### src/rtl/block_window_loader.sv
// block_window_loader: scans a time-sorted beatmap in block memory and publishes up to
// 12 upcoming entries that fall within WINDOW of the latched start time. Optional macro: HIT_MASK_EN.
module block_window_loader #(
   parameter int unsigned NUM_BLOCKS  = 256,
   parameter int unsigned WINDOW      = 16383,
   parameter int unsigned MEM_LATENCY = 2
) (
   input  logic              clk_in,
   input  logic              rst_in,
   input  logic [17:0]       curr_time_in,
   input  logic              start_in,
   output logic [7:0]        mem_addr_out,
   input  logic [45:0]       mem_data_in,
   input  logic              hit_valid_in,
   input  logic [7:0]        hit_ID_in,
   output logic [11:0][11:0] block_x_out,
   output logic [11:0][11:0] block_y_out,
   output logic [11:0][13:0] block_z_out,
   output logic [11:0]       block_color_out,
   output logic [11:0][2:0]  block_direction_out,
   output logic [11:0][7:0]  block_ID_out,
   output logic [11:0]       block_visible_out,
   output logic              update_out,
   output logic              busy_out
);

   localparam logic [7:0]  LAST_ADDR = 8'(NUM_BLOCKS - 1);
   localparam logic [7:0]  WAIT_LAST = 8'((MEM_LATENCY > 1) ? MEM_LATENCY - 2 : 0);
   localparam logic [17:0] WINDOW_T  = 18'(WINDOW);

   typedef enum logic [2:0] {IDLE, ISSUE, WAIT, EVAL, PUBLISH} state_t;

   state_t            state_q, state_d;
   logic [17:0]       t0_q, t0_d;
   logic [7:0]        addr_q, addr_d;
   logic [3:0]        fill_q, fill_d;
   logic [7:0]        wcnt_q, wcnt_d;
   logic              upd_q, upd_d;

   logic [11:0][11:0] sh_x_q, sh_x_d, pub_x_q, pub_x_d;
   logic [11:0][11:0] sh_y_q, sh_y_d, pub_y_q, pub_y_d;
   logic [11:0][13:0] sh_z_q, sh_z_d, pub_z_q, pub_z_d;
   logic [11:0]       sh_c_q, sh_c_d, pub_c_q, pub_c_d;
   logic [11:0][2:0]  sh_dir_q, sh_dir_d, pub_dir_q, pub_dir_d;
   logic [11:0][7:0]  sh_id_q, sh_id_d, pub_id_q, pub_id_d;
   logic [11:0]       sh_vis_q, sh_vis_d, pub_vis_q, pub_vis_d;

   logic [17:0]       e_time;
   logic [17:0]       e_delta;
   logic              e_early;
   logic              e_masked;
   logic              scan_end;

   assign e_time  = mem_data_in[45:28];
   assign e_delta = e_time - t0_q;
   assign e_early = (e_time < t0_q);

`ifdef HIT_MASK_EN
   logic [NUM_BLOCKS-1:0] mask_q, mask_d;

   // A hit registers this cycle, so it first affects an EVAL in the following cycle.
   always_comb begin
      mask_d = mask_q;
      if (hit_valid_in && (32'(hit_ID_in) < NUM_BLOCKS)) mask_d[hit_ID_in] = 1'b1;
   end

   always_ff @(posedge clk_in) begin
      if (rst_in) mask_q <= '0;
      else        mask_q <= mask_d;
   end

   assign e_masked = mask_q[addr_q];
`else
   logic unused_hit;
   assign unused_hit = ^{hit_valid_in, hit_ID_in};
   assign e_masked   = 1'b0;
`endif

   always_comb begin
      state_d   = state_q;
      t0_d      = t0_q;
      addr_d    = addr_q;
      fill_d    = fill_q;
      wcnt_d    = wcnt_q;
      upd_d     = 1'b0;
      scan_end  = 1'b0;
      sh_x_d    = sh_x_q;
      sh_y_d    = sh_y_q;
      sh_z_d    = sh_z_q;
      sh_c_d    = sh_c_q;
      sh_dir_d  = sh_dir_q;
      sh_id_d   = sh_id_q;
      sh_vis_d  = sh_vis_q;
      pub_x_d   = pub_x_q;
      pub_y_d   = pub_y_q;
      pub_z_d   = pub_z_q;
      pub_c_d   = pub_c_q;
      pub_dir_d = pub_dir_q;
      pub_id_d  = pub_id_q;
      pub_vis_d = pub_vis_q;

      case (state_q)
         IDLE: begin
            if (start_in) begin
               t0_d     = curr_time_in;
               addr_d   = '0;
               fill_d   = '0;
               sh_x_d   = '0;
               sh_y_d   = '0;
               sh_z_d   = '0;
               sh_c_d   = '0;
               sh_dir_d = '0;
               sh_id_d  = '0;
               sh_vis_d = '0;
               state_d  = ISSUE;
            end
         end
         ISSUE: begin
            wcnt_d  = '0;
            state_d = (MEM_LATENCY > 1) ? WAIT : EVAL;
         end
         WAIT: begin
            if (wcnt_q == WAIT_LAST) state_d = EVAL;
            else                     wcnt_d  = wcnt_q + 8'd1;
         end
         EVAL: begin
            // Entries are time-sorted, so the first one past the window ends the scan.
            if (!(e_early || e_masked)) begin
               if (e_delta > WINDOW_T) begin
                  scan_end = 1'b1;
               end else begin
                  sh_x_d[fill_q]   = mem_data_in[27:16];
                  sh_y_d[fill_q]   = mem_data_in[15:4];
                  sh_z_d[fill_q]   = e_delta[13:0];
                  sh_c_d[fill_q]   = mem_data_in[3];
                  sh_dir_d[fill_q] = mem_data_in[2:0];
                  sh_id_d[fill_q]  = addr_q;
                  sh_vis_d[fill_q] = 1'b1;
                  fill_d           = fill_q + 4'd1;
                  if (fill_q == 4'd11) scan_end = 1'b1;
               end
            end
            if (addr_q == LAST_ADDR) scan_end = 1'b1;
            if (scan_end) begin
               state_d = PUBLISH;
            end else begin
               addr_d  = addr_q + 8'd1;
               state_d = ISSUE;
            end
         end
         PUBLISH: begin
            pub_x_d   = sh_x_q;
            pub_y_d   = sh_y_q;
            pub_z_d   = sh_z_q;
            pub_c_d   = sh_c_q;
            pub_dir_d = sh_dir_q;
            pub_id_d  = sh_id_q;
            pub_vis_d = sh_vis_q;
            upd_d     = 1'b1;
            state_d   = IDLE;
         end
         default: state_d = IDLE;
      endcase
   end

   always_ff @(posedge clk_in) begin
      if (rst_in) begin
         state_q   <= IDLE;
         t0_q      <= '0;
         addr_q    <= '0;
         fill_q    <= '0;
         wcnt_q    <= '0;
         upd_q     <= 1'b0;
         sh_x_q    <= '0;
         sh_y_q    <= '0;
         sh_z_q    <= '0;
         sh_c_q    <= '0;
         sh_dir_q  <= '0;
         sh_id_q   <= '0;
         sh_vis_q  <= '0;
         pub_x_q   <= '0;
         pub_y_q   <= '0;
         pub_z_q   <= '0;
         pub_c_q   <= '0;
         pub_dir_q <= '0;
         pub_id_q  <= '0;
         pub_vis_q <= '0;
      end else begin
         state_q   <= state_d;
         t0_q      <= t0_d;
         addr_q    <= addr_d;
         fill_q    <= fill_d;
         wcnt_q    <= wcnt_d;
         upd_q     <= upd_d;
         sh_x_q    <= sh_x_d;
         sh_y_q    <= sh_y_d;
         sh_z_q    <= sh_z_d;
         sh_c_q    <= sh_c_d;
         sh_dir_q  <= sh_dir_d;
         sh_id_q   <= sh_id_d;
         sh_vis_q  <= sh_vis_d;
         pub_x_q   <= pub_x_d;
         pub_y_q   <= pub_y_d;
         pub_z_q   <= pub_z_d;
         pub_c_q   <= pub_c_d;
         pub_dir_q <= pub_dir_d;
         pub_id_q  <= pub_id_d;
         pub_vis_q <= pub_vis_d;
      end
   end

   assign mem_addr_out        = addr_q;
   assign busy_out            = (state_q != IDLE);
   assign update_out          = upd_q;
   assign block_x_out         = pub_x_q;
   assign block_y_out         = pub_y_q;
   assign block_z_out         = pub_z_q;
   assign block_color_out     = pub_c_q;
   assign block_direction_out = pub_dir_q;
   assign block_ID_out        = pub_id_q;
   assign block_visible_out   = pub_vis_q;

endmodule
### config.mk
export PLATFORM = sky130hd
export DESIGN_NAME = block_window_loader
export DESIGN_NICKNAME = d
export VERILOG_FILES = /design/src/rtl/block_window_loader.sv
export SDC_FILE = /design/constraint.sdc
export NUM_CORES = 2
export LEC_CHECK = 0
export ABC_AREA = 1
export BUFFER_PORTS_ARGS = -buffer_cell sky130_fd_sc_hd__buf_2
export CORE_MARGIN = 5
export CORE_UTILIZATION = 52
export DETAILED_ROUTE_END_ITERATION = 6
export GPL_TIMING_DRIVEN = 0
export PLACE_DENSITY = 0.74
export SLEW_MARGIN = 30
export SYNTH_ARGS = -nofsm -noshare
export SYNTH_HDL_FRONTEND = slang
export SYNTH_SLANG_ARGS = --single-unit
### constraint.sdc
create_clock -name clk_in -period 3.6 [get_ports clk_in]
set_input_delay 0.54 -clock clk_in [delete_from_list [all_inputs] [get_ports clk_in]]
set_output_delay 0.54 -clock clk_in [all_outputs]
set_load 0.005 [all_outputs]
==> reports/qor.csv <==
stage,metric,value,unit
outcome,outcome,"finished, final reports clean",
place,post-DP HPWL,133,mm
sta,"Hold Vio Cnt, Final",0,
power,Int Power,0.0232,W
clock_tree,clock root buffer,clkbuf_16,
grt,GRT overflow,0,
worst_hold_path,Hold Path Origin,curr_time_in[4],
worst_setup_path,Worst R2R Start,t0_q[0]$_SDFFE_PP0P_,
place,IO buf count,685,
place,placement-stage cell area,0.0508,mm²
synthesis,"Seq/Total Area, Yosys",55.2,%
synthesis,warnings from Yosys,0,
sta,post-route minimum period,3.48,ns
power,P_leak,21.8,nW
clock_tree,CTS H-tree lvls,4,
worst_setup_path,Worst Path Max Fanout,10,
synthesis,Synth area leaders,"dfxtp_1, nor2_1, nand2_1",
power,pwr dens,578,mW/mm²
clock_tree,Clock Latency Late Sink,0.76,ns
clock_tree,Worst-path clk slew,0.06,ns
clock_tree,CTS Hold Bufs,0,
grt,GR Util All Layers,35.7,%
routing,drt wl/cell,22.0,µm
worst_setup_path,critical path arrival,4.16,ns
grt,initial antenna violation count,7,
floorplanning,I/O Pins,698,
sta,Fmax,287,MHz
routing,Routed WL,177,mm
job,maxcap violations,0,
clock_tree,TritonCTS Buffers,132,
synthesis,"Distinct cells, synth",36,
sta,Final setup viols,0,
routing,DRC viols,0,
routing,DRT iter0 DRCs,5229,
layout,# nets final,6898,
synthesis,asr flop ratio synth,0,%
sta,period utilization,96.8,%
power,Switching Share,27.7,%
routing,vias,45000,
routing,drt first pass iters,6,
grt,vias in the first global route,41800,
floorplanning,cell row count,109,
worst_hold_path,Hold Path Class,in2reg,
grt,first-pass GRT wire length,256,mm
worst_setup_path,Startpoint Class,register,
sta,RSZ-0062 raised after global routing,yes,
synthesis,Avg Inst Size Synth,7.69,µm²
grt,pin count of the biggest net entering global routing,17,
power,maximum VDD drop,0.000450,V
worst_setup_path,worst setup path start,t0_q[0]$_SDFFE_PP0P_,
clock_tree,CTS Sinks,1266,
clock_tree,TritonCTS clock tree,built,
synthesis,predominant post-synthesis flop cell,dfxtp_1,
floorplanning,initial core utilization,52.2,%
synthesis,synthesized area,0.0459,mm²
floorplanning,Die Wd,307,µm
floorplanning,die area,0.0944,mm²
power,total power,0.0321,W
routing,vias per cell,5.59,
synthesis,Post-Syn Instances,5971,
synthesis,total nets after synthesis,6073,
floorplanning,Chip Height,307,µm
synthesis,Post-synth EDFFs,0,
synthesis,Synth top area share,55.2,%
sta,Setup Skew,0.0221,ns
power,NetSw,0.00888,W
sta,Pins Over Slew Limit,0,
sta,Slew headroom,28.6,%
layout,share of cells above drive strength 1,15.4,%
synthesis,cell taking the most area after synthesis,dfxtp_1,
worst_setup_path,CP endpoint kind,register,
layout,Layout area overhead,20.8,%
power,Clk pwr share,43.1,%
place,routability cong.,0.934,
floorplanning,Core ar.,0.0880,mm²
power,Seq pwr share,44.6,%
layout,fillcell total,7918,
sta,Least-Margin Pin Slew,1.07,ns
routing,Detail Route Antenna Nets,0,
layout,utilization after layout,63.1,%
worst_setup_path,Crit Path Category,reg2reg,
sta,worst hold margin,0.0690,ns
power,Comb power frac,12.3,%
synthesis,Seq cells post-synth,1266,
clock_tree,Clock Tree Buf Depth,3,
sta,Setup TNS Final,0,ns
layout,"Design Area, Final",0.0555,mm²
worst_setup_path,required time worst endpoint,4.28,ns
[sequential cells by signal, summed over array words and instances, names as in the netlist]
name,count
wcnt_q,8
block_direction_out,36
sh_y_q,144
sh_x_q,144
sh_c_q,12
sh_vis_q,12
block_visible_out,12
update_out,1
block_x_out,144
block_z_out,168
sh_dir_q,36
state_q,3
sh_id_q,96
block_ID_out,96
t0_q,18
mem_addr_out,8
block_color_out,12
block_y_out,144
sh_z_q,168
fill_q,4
[synthesized netlist by cell type, drive strengths merged (6+ instances only)]
library cell,n
nand4,6
xnor2,6
nor2,1329
nand2,996
nor3,24
o21a,10
buf,118
clkbuf,361
xor2,10
ha,25
inv,135
dfxtp,1266
nand3,380
a21oi,654
o21ai,635
[power groups by stage]
stage          logic [W]  registers (W)  clock network (W)
3_3_place_gp     0.00368         0.0146                  0
2_1_floorplan    0.00196         0.0146                  0
6_report         0.00394         0.0143             0.0138
3_5_place_dp     0.00369         0.0146                  0
4_1_cts          0.00372         0.0143             0.0138
5_1_grt          0.00410         0.0143             0.0145
[cells by family (layout without fill, tap and decap cells)]
family / count (synthesis) / count (layout) / share of synthesized area, %
AOI/OAI and AO/OA: 1305 / 1305 / 14.3
xor gates and xnor gates: 16 / 16 / 0.305
adders and majority gates: 26 / 26 / 0.725
buffers and inverters: 616 / 1535 / 5.67
DFF: 1266 / 1266 / 55.2
other: 0 / 3 / 0
and+or+nand+nor: 2742 / 2742 / 23.8
[repair_timing]
| action | CTS | global route |
|---|---|---|
| setup endpoints to repair | 199 | 516 |
| pin swaps | 0 | 3 |
| resized for setup | 14 | 82 |
| setup buffers | 0 | 5 |
| hold endpoints to repair | 0 | 0 |
[final cells by class]
class,instances,area (µm²),area share (%)
Multi-Input combinational cell,4089,18100,32.6
Inverter,137,514,0.927
Sequential cell,1266,25300,45.7
Clock buffer,190,3930,7.08
Buffer,479,2200,3.97
Antenna cell,3,7.51,0.0135
Tap cell,1165,1460,2.63
Timing Repair Buffer,691,3490,6.29
Clock inverter,38,455,0.821
[metal layers]
metal | track usage (%) | vias to the layer above | part of all wire, %
li1 | - | 21000 | -
met1 | 44.3 | 21100 | 38
met2 | 57.2 | 2394 | 45
met3 | 10.1 | 481 | 11
met4 | 18.3 | 4 | 5.7
met5 | 0 | - | 0.019
[stage by stage]
stage | cells | setup WS (ns)
final | 8058 | 0.116
after global routing | 8057 | -0.0800
after CTS | 8049 | 0.000694
after detailed placement | 7821 | -0.519
after global placement | 7821 | -0.479
after floorplan | 5971 | 0.809
[worst max-delay path, cell delays in order (launching register included)]
cell,delay [ns]
dfxtp_1,0.31
ha_1,0.24
fa_1,0.46
inv_1,0.14
nand4_1,0.10
nand2_1,0.12
nand2_1,0.11
nand3_1,0.10
nand2_1,0.06
nor2_2,0.13
nand3_1,0.10
nand2_1,0.18
nand3_4,0.20
nor2_2,0.51
buf_4,0.39
nand2_1,0.09
a21oi_1,0.16
[cell usage in the layout (no fill, tap or decap), drive strengths merged, types with 27 or more instances in the layout]
cell / count
inv: 138
a21oi: 654
buf: 803
clkinv: 27
nand2: 996
dfxtp: 1266
clkbuf: 557
nor2: 1329
o21ai: 635
nand3: 380
[worst paths after layout]
path,endpoint,slack (ns),cells past startpoint
max reg2reg,sh_z_q[70]$_SDFFE_PP0P_,0.12,16
min,t0_q[4]$_SDFFE_PP0P_,0.07,3
max,sh_z_q[70]$_SDFFE_PP0P_,0.12,16
min reg2reg,sh_c_q[9]$_SDFFE_PP0P_,0.46,2
Power figures use the tool's default switching activity.
